File: src/rtl/ring_count_readout.sv
`timescale 1ns / 1ps
// Readout stage for the register ring oscillator: gates the ring, counts its synchronised
// rising edges over a programmable window and hands the frozen count over valid/ready.
module ring_count_readout #(
  parameter int unsigned COUNT_W     = 12,
  parameter int unsigned WINDOW_W    = 16,
  parameter int unsigned SYNC_STAGES = 2,
  parameter int unsigned DRAIN_CYC   = 3
) (
  input  logic                clk,
  input  logic                rstb,
  input  logic                start_i,
  input  logic [WINDOW_W-1:0] window_i,
  input  logic                ring_i,
  output logic                tsc_o,
  output logic                carry_b_o,
  output logic                re_o,
  output logic [COUNT_W-1:0]  count_o,
  output logic                ovf_o,
  output logic                valid_o,
  input  logic                ready_i,
  output logic                busy_o
);

  typedef enum logic [1:0] {StIdle, StRun, StDrain, StRead} state_e;

  localparam logic [COUNT_W-1:0]  CountMax  = '1;
  localparam logic [WINDOW_W-1:0] DrainLoad = WINDOW_W'(DRAIN_CYC);

  state_e               state_q, state_d;
  logic [WINDOW_W-1:0]  win_q, win_d;
  logic [COUNT_W-1:0]   count_q, count_d;
  logic                 ovf_q, ovf_d;
  logic                 carry_b_q, carry_b_d;
  logic [SYNC_STAGES-1:0] sync_q;
  logic                 hist_q;
  logic                 ring_edge;
  logic                 counting;

  always_ff @(posedge clk or negedge rstb) begin
    if (!rstb) begin
      sync_q <= '0;
      hist_q <= 1'b0;
    end else begin
      sync_q <= {sync_q[SYNC_STAGES-2:0], ring_i};
      hist_q <= sync_q[SYNC_STAGES-1];
    end
  end

  assign ring_edge = sync_q[SYNC_STAGES-1] & ~hist_q;
  assign counting  = (state_q == StRun) || (state_q == StDrain);

  always_ff @(posedge clk or negedge rstb) begin
    if (!rstb) begin
      state_q   <= StIdle;
      win_q     <= '0;
      count_q   <= '0;
      ovf_q     <= 1'b0;
      carry_b_q <= 1'b1;
    end else begin
      state_q   <= state_d;
      win_q     <= win_d;
      count_q   <= count_d;
      ovf_q     <= ovf_d;
      carry_b_q <= carry_b_d;
    end
  end

  always_comb begin
    state_d   = state_q;
    win_d     = win_q;
    count_d   = count_q;
    ovf_d     = ovf_q;
    carry_b_d = carry_b_q;

    unique case (state_q)
      StIdle: begin
        if (start_i) begin
          count_d = '0;
          ovf_d   = 1'b0;
          // A zero window skips RUN entirely so tsc_o never pulses.
          if (window_i == '0) begin
            win_d   = DrainLoad;
            state_d = StDrain;
          end else begin
            win_d   = window_i;
            state_d = StRun;
          end
        end
      end
      StRun: begin
        win_d = win_q - WINDOW_W'(1);
        if (win_q == WINDOW_W'(1)) begin
          win_d   = DrainLoad;
          state_d = StDrain;
        end
      end
      StDrain: begin
        win_d = win_q - WINDOW_W'(1);
        if (win_q == WINDOW_W'(1)) state_d = StRead;
      end
      StRead: begin
        if (ready_i) state_d = StIdle;
      end
      default: state_d = StIdle;
    endcase

    if (counting && ring_edge && (count_q != CountMax)) begin
      count_d = count_q + COUNT_W'(1);
      if (count_q == CountMax - COUNT_W'(1)) ovf_d = 1'b1;
    end

    // Stop the ring one cycle after saturation; release only when back in IDLE.
    if (state_d == StIdle) begin
      carry_b_d = 1'b1;
    end else if (ovf_q && (state_q != StIdle)) begin
      carry_b_d = 1'b0;
    end
  end

  assign tsc_o     = (state_q == StRun);
  assign re_o      = (state_q == StRead);
  assign valid_o   = (state_q == StRead);
  assign busy_o    = (state_q != StIdle);
  assign count_o   = count_q;
  assign ovf_o     = ovf_q;
  assign carry_b_o = carry_b_q;

endmodule

File: config.mk
export PLATFORM = sky130hd
export DESIGN_NAME = ring_count_readout
export DESIGN_NICKNAME = d
export VERILOG_FILES = /design/src/rtl/ring_count_readout.sv
export SDC_FILE = /design/constraint.sdc
export NUM_CORES = 1
export LEC_CHECK = 0
export ABC_CLOCK_PERIOD_IN_PS = 2500
export CAP_MARGIN = 20
export CORE_MARGIN = 8
export CORE_UTILIZATION = 53
export DETAILED_ROUTE_END_ITERATION = 7
export PLACE_DENSITY = 0.77
export SKIP_CTS_REPAIR_TIMING = 1
export SLEW_MARGIN = 5
export SYNTH_ARGS = -nofsm -noshare
export SYNTH_HDL_FRONTEND = slang
export SYNTH_SLANG_ARGS = --single-unit
File: constraint.sdc
create_clock -name clk -period 2.5 [get_ports clk]
set_clock_uncertainty 0.15 [all_clocks]
set_input_delay 0.5 -clock clk [delete_from_list [all_inputs] [get_ports clk]]
set_output_delay 0.5 -clock clk [all_outputs]
set_load 0.005 [all_outputs]
# Yosys cells after proc, flatten, opt, wreduce, memory -nomap -nowiden

Index checks and enable logic that the tools add are counted.
Widths: inputs -> output; s select.

Bits in read-only memories: 0
Logic and storage cells: 51
Memories kept: 0
Memory bits (writable): 0
Latch bits: 0
Register bits: 35
Output and inout port bits: 18

Div/mod/pow operators: 0
$lt $le $gt $ge: 0
Shifts and indexed selects: 0
Add/subtract/negate cells: 2
Bitwise gates (word level): 2
$mul: 0
Equality and inequality tests: 7
Reductions and logical operators: 14
Muxes and demuxes: 19

Operators by type and width:

| operator              | count |
|---|---|
| $mux 16               | 3 |
| $pmux 16 s3           | 1 |
| $mux 12               | 3 |
| $eq 16x1->1 const B   | 1 |
| $logic_not 16->1      | 1 |
| $sub 16x1->16 const B | 1 |
| $add 12x1->12 const B | 1 |
| $eq 12x12->1 const B  | 1 |
| $ne 12x12->1 const B  | 1 |
| $mux 2                | 5 |
| $pmux 2 s4            | 1 |
| $reduce_bool 2->1     | 4 |
| $mux 1                | 6 |
| $eq 2x2->1 const B    | 2 |
| $logic_not 2->1       | 2 |
| $reduce_and 2->1      | 2 |
| $logic_and 1x1->1     | 3 |
| $reduce_bool 3->1     | 1 |
| $eq 2x1->1 const B    | 1 |
| $ne 2x2->1 const B    | 1 |
| $and 1x1->1           | 1 |
| $logic_or 1x1->1      | 1 |
| $not 1->1             | 1 |

# Logic depth before layout (Yosys ltp)

Depth in word-level cells: 6
Mapped depth: 9
Depth with buffers taken out: 7

# Worst setup path before layout

Ideal clock, no wire load.

Kind: register to register
Start point: register state_q[0]
End point: register win_q[9]
Buffers on the path: 2
Clock period less this slack: 2288 ps
Data required time: 2224 ps
Setup slack: 212 ps
Library setup time: 126 ps
Arrival time: 2012 ps
Cell stages (with the launch flop): 9
Cells stage by stage: dfrtp_1 inv_1 ha_1 buf_6 clkinv_1 o21ai_1 clkbuf_1 o31ai_1 a221o_1

Cells in the longest elaborated chain, start to end: 3

Ends and longest elaborated chain:

| element                                                                 | line | text |
|---|---|---|
| start: declaration                                                      | 30   | `state_e state_q, state_d;` |
| start signal: assignment                                                | 55   | `state_q <= StIdle;` |
| start signal: assignment                                                | 61   | `state_q <= state_d;` |
| $eq 2x1->1 (tied with other cells)                                      | 76   | `unique case (state_q)` |
| $reduce_bool 3->1 (no source line) / $ne 2x2->1 (equally long branches) | n/a  |  |
| $reduce_and 2->1 (no source line)                                       | n/a  |  |
| end signal: assignment                                                  | 62   | `win_q <= win_d;` |
| end: declaration                                                        | 31   | `logic [WINDOW_W-1:0] win_q, win_d;` |

Parallel ways exist; a longest one is shown, timed or not.
A chain may end at the register's enable or synchronous reset.

# Final worst setup path

Start point: input port window_i[10]
End point: register win_q[9]

Cells in the longest elaborated chain, start to end: 4

Ends and longest elaborated chain:

| element            | line | text |
|---|---|---|
| start: declaration | 13   | `input logic [WINDOW_W-1:0] window_i,` |
| $logic_not 16->1   | 82   | `if (window_i == '0) begin` |
| $mux 16            | 82   |  |
| $mux 16            | 78   | `if (start_i) begin` |
| $pmux 16 s3        | 76   |  |

No other way between the ends. The select of a mux whose other input is x is not followed.

==> summary.txt <==
Outcome
  – Outcome: complete, no violations

Worst setup path
  – CP startpoint kind: primary input
  – Crit path kind: in2reg
  – RR Endpoint: win_q[9]
  – CP arrival: 2.43 ns
  – R2r startpoint: win_q[10]
  – Flop2flop setup slack: 0.13 ns
  – CP Capture Point: win_q[9]
  – Kind of end point of the critical path: flop
  – R2R depth: 6
  – CP startpoint: window_i[10]
  – CP required: 2.52 ns
  – Crit-path max FO: 9

Power and ir drop
  – Leak Pwr: 1.17 nW
  – Power per cell area: 1200 nW/um^2
  – Post-layout power: 0.00337 W
  – VDD IR max: 0.651 mV

Clocking
  – Clk_lat worst skew: 0.29 ns
  – Clock transition at the registers of the reported paths: 0.07 ns
  – Longest Clk Path Bufs: 2
  – Root buf cell: clkbuf_8
  – CTS sink cnt: 35
  – CTS tree: yes
  – Total CTS buffers: 5
  – H-tree lvl count: 2

Final layout
  – Final net count: 327
  – N_diodes: 0
  – Final Util: 70.0%
  – Multi-input gate area: 1220 um^2
  – Post-route cell area: 2820 um^2
  – Seq. cell area: 877 um^2
  – Synth-to-layout area growth: 27.0%
  – Fillers: 346
  – Fraction of layout cells with a size suffix above 1: 11.4%

Yosys
  – Commonest cells in the netlist: dfrtp_1 (34), o21ai_0 (25), nand2_1 (21)
  – Avg Cell Area, Syn: 8.95 um^2
  – Mapped cell area: 2220 um^2
  – Asr flop ratio synth: 100%
  – Post-Syn Instances: 248
  – Number of synthesis warnings: 0
  – Syn Nets: 277
  – Synth top area cells: dfrtp_1 (38%), o21ai_0 (5.6%), o31ai_1 (4.7%)
  – Sequential fraction of the synthesis area: 39.5%
  – Top-count cell post-synth: dfrtp_1
  – Top cell type's share of synthesized area: 38.3%
  – Post-synth cell types: 55
  – Post-synth EDFFs: 0
  – Top FF cell, synth: dfrtp_1
  – Area leader, netlist: dfrtp_1
  – Synth Register Bits: 35

Timing
  – Unrepaired setup endpoints after global routing: no
  – Tcrit/Tclk final: 96.3%
  – Count of pins over their slew limit: 0
  – Slew @ Worst Pin: 0.491 ns
  – Final Hold Violating Endpoints: 0
  – Setup Viol. Count Final: 0
  – Max_slew headroom: 66.9%
  – Minimum clock period: 2.41 ns
  – Fmax: 416 MHz

GRT
  – Grt ovf: 0
  – GRT Util Overall: 19.9%
  – Global-route wire length before repair: 10500 um
  – Vias in the first global route: 2151
  – Largest net degree at the start of global routing: 36
  – Initial antenna violation count: 0

Detailed routing
  – Routed wire length: 6210 um
  – Residual DRC: 0
  – Antenna viol nets, final: 0
  – Vias per cell: 6.39
  – WL per Instance: 17.8 um
  – Starting DRT DRC Count: 251
  – Drt first pass iters: 5
  – Via count: 2230

Placed design
  – Port Buffers: 38
  – DP HPWL: 4380 um
  – Final GP Congestion: 0.904
  – Post-Place Cell Area: 2700 um^2

Worst hold path
  – Hold path depth: 0
  – Hold Path Class: reg2reg

Run
  – Max-cap violation count: 0

Floorplan
  – Die area: 6510 um^2
  – # IOs: 39
  – Row cnt: 23
  – Die width: 80.7 um
  – Starting Density: 55.1%
  – Floorplan Core Area: 4030 um^2
  – Vert. Die Dim: 80.7 um
worst max-delay path, cell delays in order:
cell and delay [ns]:
clkdlybuf4s50_1 0.43, nor4_1 0.47, nand4_1 0.22, and3_1 0.34, and2_1 0.21, a221o_1 0.25
layout make-up:
cell class	instances	share of cell area (%)
sequential	35	31.1
clock inverter	3	1.55
multi-input combinational	189	43.2
clock buffer	5	2.44
inverter	13	1.73
timing repair buffer	54	17.8
tap	50	2.22
cell usage in the layout (no fill, tap or decap), drive strengths merged, types with 2 or more instances in the layout:
cell type       n
a21o            4
a21oi          12
a221o           6
a31oi           4
and2            2
and3            7
and4            3
buf            16
clkbuf          5
clkdlybuf4s50  38
clkinv          3
dfrtp          34
ha              8
inv            12
nand2          21
nand3           7
nand4           7
nor2           16
nor2b           4
nor3            7
nor4           10
nor4b           2
o21ai          27
o221ai          2
o22ai           2
o2bb2ai         3
o311ai          2
o31ai          14
or4             2
stage by stage:
step	hold WS [ns]	instances	setup WS (ns)	setup TNS (ns)
6_report	0.216	349	0.0937	0
5_1_grt	0.237	349	0.0102	0
4_1_cts	0.226	349	0.0811	0
3_5_place_dp	0.205	341	-0.103	-0.349
3_3_place_gp	0.185	341	-0.0438	-0.0735
2_1_floorplan	0.0544	248	0.212	0
worst min path at each step:
stage,start,to,slack (ns)
after floorplan,rstb,count_o[0],0.05
after global placement,sync_q[0],sync_q[1],0.18
after detailed placement,sync_q[0],sync_q[1],0.20
after CTS,sync_q[0],sync_q[1],0.23
after global routing,sync_q[0],sync_q[1],0.24
final,sync_q[0],sync_q[1],0.22
state kept, by name, indices dropped and copies added, names as in the netlist:
register,cells
sync_q,2
hist_q,1
carry_b_o,1
state_q,2
ovf_o,1
count_o,12
win_q,16
layer usage:
| layer | vias up | wire length, um | GRT usage [%] |
|---|---|---|---|
| met5 | - | 0 | 0 |
| met4 | 0 | 54 | 5.71 |
| met3 | 11 | 429 | 5.36 |
| met2 | 110 | 3040 | 32.4 |
| met1 | 1063 | 2690 | 25.3 |
| li1 | 1046 | - | - |
kinds of logic after synthesis:
family,share of synthesized area [%]
flops,39.5
xor+xnor,0.789
compound gates,25.1
buf+inv,6.09
mux,0.451
fa+ha+maj,4.51
simple gates,23.5
power by group:
| group | switching (W) | internal, W |
|---|---|---|
| combinational | 0.00111 | 0.000823 |
| sequential | 0.000204 | 0.000727 |
| clock | 0.000216 | 0.000297 |
| total | 0.00153 | 0.00185 |
Note: power is estimated with default switching activity, not from simulation.
